**config.mk**
```make
export PLATFORM = sky130hd
export DESIGN_NAME = pnc_stmc_spike_packer
export DESIGN_NICKNAME = d
export VERILOG_FILES = /design/src/rtl/pnc_stmc_pkg.sv /design/src/rtl/pnc_stmc_spike_packer.sv
export SDC_FILE = /design/constraint.sdc
export NUM_CORES = 1
export LEC_CHECK = 0
export ABC_CLOCK_PERIOD_IN_PS = 6900
export CAP_MARGIN = 10
export CORE_MARGIN = 1
export CORE_UTILIZATION = 40
export DETAILED_ROUTE_END_ITERATION = 8
export HOLD_SLACK_MARGIN = 0.06
export PLACE_DENSITY = 0.69
export SLEW_MARGIN = 20
export SYNTH_ARGS = -nofsm -noshare
export SYNTH_HDL_FRONTEND = slang
export SYNTH_SLANG_ARGS = --single-unit
```
**constraint.sdc**
```tcl
create_clock -name clk -period 6.9 [get_ports clk]
set_clock_uncertainty 0.15 [all_clocks]
set_input_delay 1.035 -clock clk [delete_from_list [all_inputs] [get_ports clk]]
set_output_delay 1.035 -clock clk [all_outputs]
set_load 0.02 [all_outputs]
```
**src/rtl/pnc_stmc_pkg.sv**
```systemverilog
// Shared word-format constants for the spike packer and the STMC control unit.
package pnc_stmc_pkg;

  localparam int WORD_W    = 16;
  localparam int PAR_W     = 15;
  localparam int ADDR_W    = 7;
  localparam int PARAM_BIT = 15;
  localparam int RC_BIT    = 14;
  localparam int ADDR2_MSB = 13;
  localparam int ADDR2_LSB = 7;
  localparam int ADDR1_MSB = 6;
  localparam int ADDR1_LSB = 0;

  localparam logic [ADDR_W-1:0] NULL_ADDR = '0;

  typedef enum logic {
    ST_IDLE,
    ST_HOLD
  } pk_state_e;

  function automatic logic [WORD_W-1:0] pack_param(input logic [PAR_W-1:0] payload);
    logic [WORD_W-1:0] w;
    w            = '0;
    w[PARAM_BIT] = 1'b1;
    w[PAR_W-1:0] = payload;
    return w;
  endfunction

  function automatic logic [WORD_W-1:0] pack_rc(input logic [ADDR_W-1:0] addr);
    logic [WORD_W-1:0] w;
    w                      = '0;
    w[RC_BIT]              = 1'b1;
    w[ADDR1_MSB:ADDR1_LSB] = addr;
    return w;
  endfunction

  // A lone spike is a pair whose second address is the null address.
  function automatic logic [WORD_W-1:0] pack_pair(input logic [ADDR_W-1:0] first,
                                                  input logic [ADDR_W-1:0] second);
    logic [WORD_W-1:0] w;
    w                      = '0;
    w[ADDR2_MSB:ADDR2_LSB] = second;
    w[ADDR1_MSB:ADDR1_LSB] = first;
    return w;
  endfunction

endpackage

```
**src/rtl/pnc_stmc_spike_packer.sv**
```systemverilog
// Packs spike events and parameter words into 16-bit STMC words, pairing
// consecutive normal spikes and sending a lone spike after TIMEOUT cycles.
module pnc_stmc_spike_packer
  import pnc_stmc_pkg::*;
#(
  parameter int TIMEOUT = 8
) (
  input  logic              clk,
  input  logic              rst,
  input  logic              i_spk_valid,
  input  logic [ADDR_W-1:0] i_spk_addr,
  input  logic              i_spk_rc,
  output logic              i_spk_ready,
  input  logic              i_par_valid,
  input  logic [PAR_W-1:0]  i_par_data,
  output logic              i_par_ready,
  input  logic              i_flush,
  output logic              o_valid,
  output logic [WORD_W-1:0] o_addr,
  input  logic              o_ready
);

  localparam int TW = (TIMEOUT > 1) ? $clog2(TIMEOUT) : 1;
  localparam logic [TW-1:0] T_LAST = TW'(TIMEOUT - 1);

  pk_state_e         r_state;
  logic [ADDR_W-1:0] r_held;
  logic [TW-1:0]     r_timer;
  logic              r_valid;
  logic [WORD_W-1:0] r_word;

  logic w_out_free;
  logic w_leave;
  logic w_spk_acc;
  logic w_par_acc;
  logic w_spk_norm;

  // NOTE: the ready outputs are combinational so a handshake completes in the
  // same cycle it is offered; every signal gets a default to avoid latches.
  always_comb begin
    w_out_free  = !r_valid || o_ready;
    w_leave     = 1'b0;
    i_spk_ready = 1'b0;
    i_par_ready = 1'b0;
    if (!rst && w_out_free) begin
      if (r_state == ST_IDLE) begin
        i_par_ready = 1'b1;
        i_spk_ready = !i_par_valid;
      end else begin
        w_leave     = i_flush || (r_timer == T_LAST) || i_par_valid ||
                      (i_spk_valid && i_spk_rc);
        i_spk_ready = !w_leave;
      end
    end
    w_spk_acc  = i_spk_valid && i_spk_ready;
    w_par_acc  = i_par_valid && i_par_ready;
    w_spk_norm = w_spk_acc && !i_spk_rc && (i_spk_addr != NULL_ADDR);
  end

  // NOTE: all state updates use non-blocking assignments so every register
  // samples the pre-edge values regardless of statement order.
  always_ff @(posedge clk) begin
    if (rst) begin
      r_state <= ST_IDLE;
      r_held  <= NULL_ADDR;
      r_timer <= '0;
      r_valid <= 1'b0;
      r_word  <= '0;
    end else begin
      if (w_out_free) r_valid <= 1'b0;
      case (r_state)
        ST_IDLE: begin
          if (w_par_acc) begin
            r_valid <= 1'b1;
            r_word  <= pack_param(i_par_data);
          end else if (w_spk_acc && i_spk_rc) begin
            r_valid <= 1'b1;
            r_word  <= pack_rc(i_spk_addr);
          end else if (w_spk_norm) begin
            r_held  <= i_spk_addr;
            r_timer <= '0;
            r_state <= ST_HOLD;
          end
        end
        ST_HOLD: begin
          if (w_leave) begin
            r_valid <= 1'b1;
            r_word  <= pack_pair(r_held, NULL_ADDR);
            r_held  <= NULL_ADDR;
            r_state <= ST_IDLE;
          end else begin
            if (r_timer != T_LAST) r_timer <= r_timer + TW'(1);
            if (w_spk_norm) begin
              r_valid <= 1'b1;
              r_word  <= pack_pair(r_held, i_spk_addr);
              r_held  <= NULL_ADDR;
              r_state <= ST_IDLE;
            end
          end
        end
        default: r_state <= ST_IDLE;
      endcase
    end
  end

  assign o_valid = r_valid;
  assign o_addr  = r_word;

endmodule
```
**Word level (Yosys, flattened, before mapping)**

Index checks and enable logic that the tools add are counted.

- Bits in read-only memories: 0
- Memories kept: 0
- Latch bits: 0
- Output and inout bits: 19
- Bits in registers: 28
- Word-level logic and storage cells: 71
- Bits in writable memories: 0

- Bitwise gates (word level): 1
- Add/sub/neg operators: 1
- Equal/unequal tests: 9
- Div/mod/pow operators: 0
- Shift operators: 0
- $mul: 0
- Magnitude comparators: 0
- Mux-type cells: 35
- Reduce and logical (&&, ||, !) cells: 20

Operator list:

| cell | number |
|---|---|
| two-way mux 16 bit | 4 |
| two-way mux 7 bit | 5 |
| case mux 16 bit (2 select lines) | 1 |
| two-way mux 1 bit | 16 |
| two-way mux 3 bit | 5 |
| case mux 7 bit (2 select lines) | 1 |
| inequality test 2 bit (second input constant) | 4 |
| logical AND 1 bit | 7 |
| nonzero test 7 bit | 1 |
| case mux 3 bit (2 select lines) | 1 |
| logical NOT 1 bit | 5 |
| AND reduction 5 bit | 1 |
| logical OR 1 bit | 4 |
| case mux 1 bit (2 select lines) | 2 |
| AND reduction 4 bit | 1 |
| adder 3 x 1 -> 3 bit (second input constant) | 1 |
| == test 3 bit (second input constant) | 1 |
| inequality test 3 x 1 -> 1 bit (second input constant) | 1 |
| inequality test 3 x 2 -> 1 bit (second input constant) | 1 |
| inequality test 3 bit (second input constant) | 1 |
| inequality test 2 x 1 -> 1 bit (second input constant) | 1 |
| AND reduction 2 bit | 1 |
| inverter 1 bit | 1 |

**Longest topological paths before layout**

Gate-level depths: netlist of the first run.

- Depth after elaboration: 14
- Depth in mapped cells: 8

**Worst setup path after synthesis of the first run**

Ideal clock, no wire load.

- Path kind: input to output
- From: in rst
- To: out i_par_ready
- Path slack: 3.563 ns
- Data arrival time: 2.152 ns
- Data required time: 5.715 ns
- Stages: 4
- Cells stage by stage: buf_1 clkbuf_1 buf_1 nor3_1

- Longest elaborated chain between the ends: 3

RTL lines:

| element | line | source |
|---|---|---|
| from (decl) | pnc_stmc_spike_packer.sv:9 | `input logic rst,` |
| logical NOT 1 bit | pnc_stmc_spike_packer.sv:45 | `if (!rst && w_out_free) begin` |
| logical AND 1 bit | pnc_stmc_spike_packer.sv:45 |  |
| two-way mux 1 bit | pnc_stmc_spike_packer.sv:45 |  |
| to (decl) | pnc_stmc_spike_packer.sv:16 | `output logic i_par_ready,` |

Every way passes these cells.

**Worst setup path after layout of the first run**

- From: in i_spk_rc
- To: out i_spk_ready

- Longest elaborated chain between the ends: 5

RTL lines:

| element | line | source |
|---|---|---|
| from (decl) | pnc_stmc_spike_packer.sv:12 | `input logic i_spk_rc,` |
| logical AND 1 bit | pnc_stmc_spike_packer.sv:51 | `(i_spk_valid && i_spk_rc);` |
| logical OR 1 bit | pnc_stmc_spike_packer.sv:50 | `w_leave = i_flush \|\| (r_timer == T_LAST) \|\| i_par_valid \|\|` |
| logical NOT 1 bit | pnc_stmc_spike_packer.sv:52 | `i_spk_ready = !w_leave;` |
| two-way mux 1 bit | pnc_stmc_spike_packer.sv:46 | `if (r_state == ST_IDLE) begin` |
| two-way mux 1 bit | pnc_stmc_spike_packer.sv:45 |  |
| to (decl) | pnc_stmc_spike_packer.sv:13 | `output logic i_spk_ready,` |

Every way passes these cells.

==> impl_metrics.json, run 1 <==
{
  "status": "finished clean",
  "cts_buffers": 3,
  "root_buffer": "clkbuf_8",
  "finalMaxSlewViolations": 0,
  "dieHeight_um": 65.7,
  "yosysWarnings": 0,
  "core_area_sq_mm": 0.00377,
  "setup_viol": 0,
  "via_per_inst": 6.34,
  "io_pins": 48,
  "post-route-period-util_pct": 67.2,
  "ir_worst_vdd_mv": 0.0766,
  "utilization_pct": 56.9,
  "cts.htree.levels": 1,
  "track_usage_pct": 22.2,
  "clk_pin_slew_worst_paths_ns": 0.10,
  "fmax_mhz": 216,
  "total_power_w": 0.000390,
  "fillers": 336,
  "cp.required_ns": 5.71,
  "post_cts_buffers": 0,
  "overflow": 0,
  "synthArstFlopShare_pct": 0,
  "drive_above_1_share_pct": 9.63,
  "fin_setup_tns_ns": 0,
  "synth.distinct_cells": 42,
  "rsz0062_at_grt": "no",
  "final_nets": 250,
  "drv_cap": 0,
  "cellLeakagePower_nw": 0.721,
  "clkLatencyLatePin_ns": 0.27,
  "cts_sinks": 28,
  "postLayoutCellArea_sq_mm": 0.00215,
  "final_antenna_net_count": 0,
  "placed_area_sq_mm": 0.00209,
  "netlist_instances": 181,
  "rows": 22,
  "powerDensity_mw_per_mm2": 182,
  "grt_pass1_wl_um": 7370,
  "cp-end-kind": "primary output",
  "crit_fanout": 17,
  "synth_area_leaders": "dfxtp_1 (35%), nand4_1 (6.6%), mux2_2 (4.9%)",
  "cts.repair.resized": 0,
  "synth_edf_count": 0,
  "synth_area_per_cell_sq_um": 8.97,
  "synth_top_cell_by_area": "dfxtp_1",
  "start_util_pct": 43.0,
  "cts_hold_buf": 0,
  "synthesis.area_sq_mm": 0.00162,
  "area_growth_pct": 32.2,
  "firstDrtPassIters": 5,
  "critPathMaxStageDelay_ns": 0.66,
  "cpMostUsedCell": "clkdlybuf4s50_1",
  "grt_pass1_vias": 1525,
  "die_w_um": 65.7,
  "portBuffers": 47,
  "cts_tree": "done",
  "remaining_drc_errors": 0,
  "grt_max_degree": 41,
  "worstSetupPathType": "in2out",
  "antennaDiodeCount": 0,
  "gp_congestion": 0.835,
  "hold_viol": 0,
  "synth-seq-cells": 28,
  "antenna_found_initial": 0,
  "cts_buffer_depth": 2,
  "path_cells": "clkdlybuf4s50_1 > a211o_1 > a2111o_1 > inv_2 > clkdlybuf4s50_1",
  "synth_top_cell_area_share_pct": 34.5,
  "die_area_sq_mm": 0.00432,
  "hpwl_um": 3470,
  "ys_seq_area_share_pct": 34.5,
  "cp-start-kind": "input pin",
  "cp_slowest_cell": "clkdlybuf4s50_1",
  "drt_wl_total_um": 4800,
  "worst_pin_slew_ns": 1.02,
  "num_vias": 1686,
  "holdCritPathClass": "reg2reg",
  "slew_headroom_pct": 31.3,
  "drt_iter0_markers": 139,
  "min_period_ns": 4.64,
  "syn_nets": 212,
  "routedWlPerCell_um": 18.0,
  "arrival_ns": 3.45,
  "synth_top_flop_cell": "dfxtp_1"
}
## worst paths after layout
path | start | endpoint | slack [ns] | depth (start not counted)
max | i_spk_rc | i_spk_ready | 2.26 | 5
min | o_addr[14]$_SDFFE_PP0P_ | o_addr[14]$_SDFFE_PP0P_ | 0.33 | 2
min reg2reg | o_addr[14]$_SDFFE_PP0P_ | o_addr[14]$_SDFFE_PP0P_ | 0.33 | 2
max reg2reg | r_state$_SDFF_PP0_ | o_addr[14]$_SDFFE_PP0P_ | 3.81 | 4
## worst max-delay path: cells and delay by family
kind,cells,cell delay [ns]
AO/OA/AOI/OAI,2,0.90
buffers and inverters,3,1.51
## layout by cell type, fill, tap and decap left out, types with 2 or more instances in the layout
cell / n
clkdlybuf4s50_1: 47
nand2_1: 6
or4_1: 2
a211o_1: 3
a21oi_1: 10
dfxtp_1: 28
ha_1: 2
a22oi_1: 7
inv_1: 3
nand4_1: 17
o211ai_1: 8
a31oi_1: 9
a2111oi_0: 7
inv_2: 2
nor3_1: 2
a211oi_1: 9
clkbuf_8: 4
nor2b_1: 8
nor2_1: 8
o31ai_1: 7
nor4_2: 2
mux2_2: 7
o311ai_0: 2
a2111o_1: 2
## cells by family (layout without fill, tap and decap cells)
| family | count (synthesis) | after routing | synth area share (%) |
|---|---|---|---|
| muxes | 7 | 7 | 4.86 |
| AOI/OAI and AO/OA | 72 | 72 | 34.7 |
| DFF | 28 | 28 | 34.5 |
| adders and majority gates | 2 | 2 | 1.54 |
| and+or+nand+nor | 51 | 51 | 18.7 |
| buffers and inverters | 21 | 58 | 5.71 |
## metal layers
metal  vias up  track usage (%)  part of all wire (%)  wire length, um
met5         -                0                     0                0
met4         0             5.43                   1.3               63
met3         9             1.74                   6.2              298
met2        77             37.9                    50             2380
met1       792             30.0                    43             2060
li1        808                -                     -                -
## through the flow
step | hold WS [ns] | instances | setup WS, ns
after global placement | 0.325 | 262 | 2.32
after detailed placement | 0.326 | 262 | 2.27
after CTS | 0.341 | 266 | 2.27
after floorplan | 0.315 | 181 | 3.56
final | 0.335 | 266 | 2.26
after global routing | 0.370 | 266 | 2.17
## synth_stat cells (2+ instances only)
master      n
dfxtp_1    28
nand4_1    17
a21oi_1    10
a211oi_1    9
a31oi_1     9
clkbuf_1    8
nor2_1      8
nor2b_1     8
o211ai_1    8
a2111oi_0   7
a22oi_1     7
mux2_2      7
o31ai_1     7
nand2_1     6
a211o_1     3
buf_1       3
inv_1       3
a2111o_1    2
buf_2       2
ha_1        2
inv_2       2
nor3_1      2
nor4_2      2
o311ai_0    2
or4_1       2
## final cells by class
cell class / instances / area, sq um / area share, %
inverter: 6 / 22.5 / 1.05
sequential: 28 / 561 / 26.1
tap: 48 / 60.1 / 2.80
clock buffer: 4 / 55.1 / 2.57
timing repair buffer: 48 / 478 / 22.3
multi-input combinational: 132 / 970 / 45.2
## flip-flops by register name, indices dropped and copies added, names as in the netlist
name / cells
r_timer: 3
o_addr: 16
o_valid: 1
r_state: 1
r_held: 7
## where the power goes
| group | total [W] | switching (W) | internal [W] |
|---|---|---|---|
| logic | 0.000108 | 0.0000556 | 0.0000520 |
| registers | 0.000179 | 0.00000598 | 0.000173 |
| clock network | 0.000104 | 0.0000526 | 0.0000511 |
(Power assumes the default switching activity.)
==> run 2: changes to the inputs <==
--- a/config.mk
+++ b/config.mk
@@ -5,7 +5,7 @@
 export SDC_FILE = /design/constraint.sdc
 export NUM_CORES = 1
 export LEC_CHECK = 0
-export ABC_CLOCK_PERIOD_IN_PS = 6900
+export ABC_CLOCK_PERIOD_IN_PS = 4800
 export CAP_MARGIN = 10
 export CORE_MARGIN = 1
 export CORE_UTILIZATION = 40
==> constraint.sdc (replaced) <==
create_clock -name clk -period 4.8 [get_ports clk]
set_clock_uncertainty 0.15 [all_clocks]
set_input_delay 0.72 -clock clk [delete_from_list [all_inputs] [get_ports clk]]
set_output_delay 0.72 -clock clk [all_outputs]
set_load 0.02 [all_outputs]
==> impl_metrics.json, run 2 (same netlist as run 1, synthesis figures left out) <==
{
  "switchingPower_w": 0.000166,
  "cp-end-kind": "primary output",
  "cts.repair.resized": 0,
  "die_area_sq_mm": 0.00432,
  "remaining_drc_errors": 0,
  "fillers": 331,
  "reg2reg_slack_ns": 1.87,
  "cts_buffer_depth": 2,
  "cts_tree": "done",
  "holdPathStages": 2,
  "cp.required_ns": 3.93,
  "dieHeight_um": 65.7,
  "grt_pass1_vias": 1611,
  "crit_fanout": 17,
  "die_w_um": 65.7,
  "min_period_ns": 4.03,
  "rr_startpoint": "r_state$_SDFF_PP0_",
  "setup_viol": 0,
  "post_cts_buffers": 0,
  "hold_end": "o_addr[14]$_SDFFE_PP0P_",
  "grt_pass1_wl_um": 7780,
  "multi_input_area_sq_um": 970,
  "cellLeakagePower_nw": 0.728,
  "cts_hold_buf": 0,
  "hp-start": "o_addr[14]$_SDFFE_PP0P_",
  "largest_register_ffs": 16,
  "status": "finished clean",
  "routedWlPerCell_um": 17.9,
  "rows": 22,
  "start_util_pct": 43.0,
  "combPwrFrac_pct": 25.7,
  "p_sw_share_pct": 27.6,
  "reg2reg_depth": 4,
  "portBuffers": 47,
  "fmax_mhz": 248,
  "worst_pin_slew_ns": 1.02,
  "area_growth_pct": 33.2,
  "utilization_pct": 57.3,
  "final_nets": 250,
  "rsz0062_at_grt": "no",
  "ff_latch_area_sq_um": 561,
  "track_usage_pct": 23.2,
  "drt_iter0_markers": 124,
  "clk_pin_slew_worst_paths_ns": 0.10,
  "holdCritPathClass": "reg2reg",
  "cts.htree.levels": 1,
  "clkLatencyLatePin_ns": 0.27,
  "drive_above_1_share_pct": 9.63,
  "worstSetupPathType": "in2out",
  "root_buffer": "clkbuf_8",
  "powerDensity_mw_per_mm2": 278,
  "overflow": 0,
  "via_per_inst": 6.38,
  "slew_headroom_pct": 31.6,
  "ir_worst_vdd_mv": 0.128,
  "io_pins": 48,
  "p_seq_share_pct": 42.8,
  "p_clk_share_pct": 31.5,
  "antenna_found_initial": 0,
  "grt_max_degree": 40,
  "fin_setup_tns_ns": 0,
  "final_common_cell": "clkdlybuf4s50_1",
  "core_area_sq_mm": 0.00377,
  "drv_cap": 0,
  "gp_congestion": 0.858,
  "r2r-end": "o_addr[14]$_SDFFE_PP0P_",
  "drt_wl_total_um": 4750,
  "cts_sinks": 28,
  "final_antenna_net_count": 0,
  "cts_buffers": 3,
  "post-route-period-util_pct": 84.0,
  "internal-power_w": 0.000435,
  "num_vias": 1696,
  "hold_viol": 0,
  "cp-start-kind": "input pin",
  "finalMaxSlewViolations": 0,
  "arrival_ns": 3.16,
  "hpwl_um": 3430,
  "firstDrtPassIters": 4,
  "layout_common_cells": "clkdlybuf4s50_1 (47), dfxtp_1 (28), nand4_1 (17)",
  "antennaDiodeCount": 0
}
[run 2: cell types whose count changed in the layout (fill, tap and decap cells not counted)]
| cell | previous run | this run |
|---|---|---|
| clkbuf_8 | 4 | 3 |
| bufinv_16 | 0 | 1 |
[run 2: worst max-delay path: stages]
cell,delay [ns]
clkdlybuf4s50_1,0.56
a211o_1,0.31
a2111o_1,0.58
inv_2,0.32
clkdlybuf4s50_1,0.66
[run 2: stage by stage]
stage	setup slack (ns)	instances	power [W]	area, sq um	hold slack (ns)
3_3_place_gp	0.851	262	0.000412	2090	0.324
5_1_grt	0.693	266	0.000625	2160	0.363
4_1_cts	0.796	266	0.000603	2160	0.343
3_5_place_dp	0.814	262	0.000416	2090	0.328
6_report	0.770	266	0.000601	2160	0.340
2_1_floorplan	2.09	181	0.000344	1620	0.315
[run 2: worst max-delay path by stage]
stage / start / end / slack [ns] / depth (start not counted)
after floorplan: rst / i_par_ready / 2.09 / 4
after global placement: i_spk_rc / i_spk_ready / 0.85 / 5
after detailed placement: i_spk_rc / i_spk_ready / 0.81 / 5
after CTS: i_spk_rc / i_spk_ready / 0.80 / 5
after global routing: i_spk_rc / i_spk_ready / 0.69 / 5
final: i_spk_rc / i_spk_ready / 0.77 / 5
[run 2: final cells by class]
type                       instances  share of cell area [%]
inverter                           6                    1.04
clock buffer                       3                    1.91
clock inverter                     1                    1.39
timing repair buffer              48                    22.1
tap                               48                    2.78
sequential                        28                    25.9
multi-input combinational        132                    44.8
[run 2: layer usage]
metal | track usage (%) | up-vias | share of wire (%)
li1 | - | 806 | -
met1 | 30.1 | 804 | 42
met2 | 40.3 | 82 | 50
met3 | 2.78 | 4 | 7.2
met4 | 5.16 | 0 | 0.57
met5 | 0 | - | 0
[run 2: power groups by stage]
stage | Combinational (W) | Sequential [W] | Clock, W
floorplan | 0.0000653 | 0.000279 | 0
global placement | 0.000151 | 0.000262 | 0
detailed placement | 0.000153 | 0.000262 | 0
CTS | 0.000154 | 0.000257 | 0.000191
global route | 0.000165 | 0.000259 | 0.000201
finish | 0.000154 | 0.000257 | 0.000189
==> patch: new RTL, config.mk and constraints of run 2 <==
Put a register stage on the output `i_spk_ready`, without a reset. The value now appears one clock later. The other outputs are not delayed to match.
--- a/src/rtl/pnc_stmc_spike_packer.sv
+++ b/src/rtl/pnc_stmc_spike_packer.sv
@@ -23,6 +23,8 @@
   localparam int TW = (TIMEOUT > 1) ? $clog2(TIMEOUT) : 1;
   localparam logic [TW-1:0] T_LAST = TW'(TIMEOUT - 1);
 
+  logic i_spk_ready_d;
+
   pk_state_e         r_state;
   logic [ADDR_W-1:0] r_held;
   logic [TW-1:0]     r_timer;
@@ -40,19 +42,19 @@
   always_comb begin
     w_out_free  = !r_valid || o_ready;
     w_leave     = 1'b0;
-    i_spk_ready = 1'b0;
+    i_spk_ready_d = 1'b0;
     i_par_ready = 1'b0;
     if (!rst && w_out_free) begin
       if (r_state == ST_IDLE) begin
         i_par_ready = 1'b1;
-        i_spk_ready = !i_par_valid;
+        i_spk_ready_d = !i_par_valid;
       end else begin
         w_leave     = i_flush || (r_timer == T_LAST) || i_par_valid ||
                       (i_spk_valid && i_spk_rc);
-        i_spk_ready = !w_leave;
+        i_spk_ready_d = !w_leave;
       end
     end
-    w_spk_acc  = i_spk_valid && i_spk_ready;
+    w_spk_acc  = i_spk_valid && i_spk_ready_d;
     w_par_acc  = i_par_valid && i_par_ready;
     w_spk_norm = w_spk_acc && !i_spk_rc && (i_spk_addr != NULL_ADDR);
   end
@@ -106,4 +108,8 @@
   assign o_valid = r_valid;
   assign o_addr  = r_word;
 
+  always_ff @(posedge clk) begin
+    i_spk_ready <= i_spk_ready_d;
+  end
+
 endmodule
Function: changed (Yosys sat finds a counterexample within 4 cycles, from zero or initial values and one cycle with rst high).
==> patch against run 2 <==
Total power increased by 2.8%. Sequential cell count increased by 1. Routed wire length increased by 6.7%. Sequential power increased by 4%. Sequential share of layout area increased by 0.45 points. Synthesized area increased by 1.2%. Cell area increased by 1.8%. Setup slack improved by 0.67 ns. Non-clock buffer count increased by 1. Critical path type unchanged. Largest power group unchanged.
==> patch: results <==
{
  "insertedDiodeCount": 0,
  "postCtsSetupBuffers": 0,
  "status": "completed",
  "clk_pin_slew_worst_paths_ns": 0.06,
  "layout.nets": 254,
  "synth_compound_area_share_pct": 34.3,
  "drt_iter0_markers": 145,
  "root_buffer": "clkbuf_8",
  "grt_pass1_vias": 1636,
  "cts_made_buffers": 5,
  "track_usage_pct": 24.6,
  "crit_slowest_cell": "clkdlybuf4s50_1",
  "async_reset_ff_share_pct": 0,
  "clkLatencyLatePin_ns": 0.28,
  "first_pass_iters": 5,
  "crit_arrival_ns": 2.49,
  "ir_drop_v": 0.000121,
  "synth_cell_types": 42,
  "yosysWarnings": 0,
  "synthTopCellsByArea": "dfxtp_1 (35%), nand4_1 (6.5%), mux2_2 (4.8%)",
  "grt_start_max_net_pins": 27,
  "finalCritPeriodShare_pct": 70.0,
  "dp_slack_ns": 1.23,
  "cts_resized": 0,
  "rrSetupSlack_ns": 1.97,
  "cts_buffer_depth": 2,
  "portBuffers": 47,
  "synth_mux_area_share_pct": 4.80,
  "p_leak_nw": 0.751,
  "synth_fp_nets": 213,
  "synthXorXnorAreaFrac_pct": 0,
  "drive_gt1_share_pct": 11.2,
  "synth.top_cells.by_count": "dfxtp_1 (29), nand4_1 (17), a21oi_1 (10)",
  "hold_class": "reg -> reg",
  "largest_reg_flops": 16,
  "grt_pass1_wl_mm": 7.97,
  "setup_tns_ns": 0,
  "wl_per_cell_um": 18.6,
  "htreeDepth": 2,
  "synth_fa_ha_area_share_pct": 1.52,
  "critPathMaxStageDelay_ns": 0.79,
  "cp_max_fo": 20,
  "synth-seq-area-share_pct": 35.3,
  "antenna_found_initial": 0,
  "routabilityCongestion": 0.836,
  "relSlewSlack_pct": 41.0,
  "vias": 1770,
  "dp_hpwl_mm": 3.62,
  "n_fill_cell": 346
}
## patch: routing by layer
metal	share of wire, %	GRT usage, %	vias up
met5	0	0	-
met4	1.8	9.04	0
met3	8.9	5.52	8
met2	49	41.5	96
met1	40	30.3	848
li1	-	-	818
## patch: kinds of logic (layout without fill, tap and decap cells)
family / after synthesis / after routing
AO/OA/AOI/OAI: 72 / 72
AND/OR/NAND/NOR: 51 / 51
flip-flops: 29 / 29
buffers and inverters: 21 / 63
multiplexers: 7 / 7
adder cells (fa/ha/maj): 2 / 2
## patch: worst max-delay path: cells and delay by family
| family | cells | cell delay [ns] |
|---|---|---|
| buf+inv | 2 | 1.43 |
| simple gates | 1 | 0.34 |
## patch: report_power, final
part	switching (mW)	internal, mW	leakage, nW	total (mW)
Sequential	0.00974	0.258	0.238	0.267
Combinational	0.0817	0.0752	0.468	0.157
Clock	0.0930	0.100	0.0450	0.193
Total	0.184	0.433	0.751	0.617
## patch: area by class of cell
type                            instances  area share (%)
Sequential cell                        29            26.4
Clock buffer                            6            3.30
Timing Repair Buffer                   49            22.1
Tap cell                               48            2.73
Clock inverter                          2           0.455
Inverter                                6            1.02
Multi-Input combinational cell        132            44.1
## patch: per-stage QoR
stage               instances  hold WS [ns]  utilization [%]  cell area (um^2)
global placement          264         0.326             55.8              2120
CTS                       272         0.339             57.9              2200
floorplan                 182         0.315                -              1640
global route              272         0.337             57.9              2200
finish                    272         0.331             57.9              2200
detailed placement        264         0.331             55.8              2120
## patch: final timing paths
path | start | end | cells past startpoint
setup / recovery | rst | i_par_ready | 3
hold reg to reg | o_addr[14] | o_addr[14] | 2
setup reg to reg | r_state | o_addr[0] | 4
hold / removal | o_addr[14] | o_addr[14] | 2
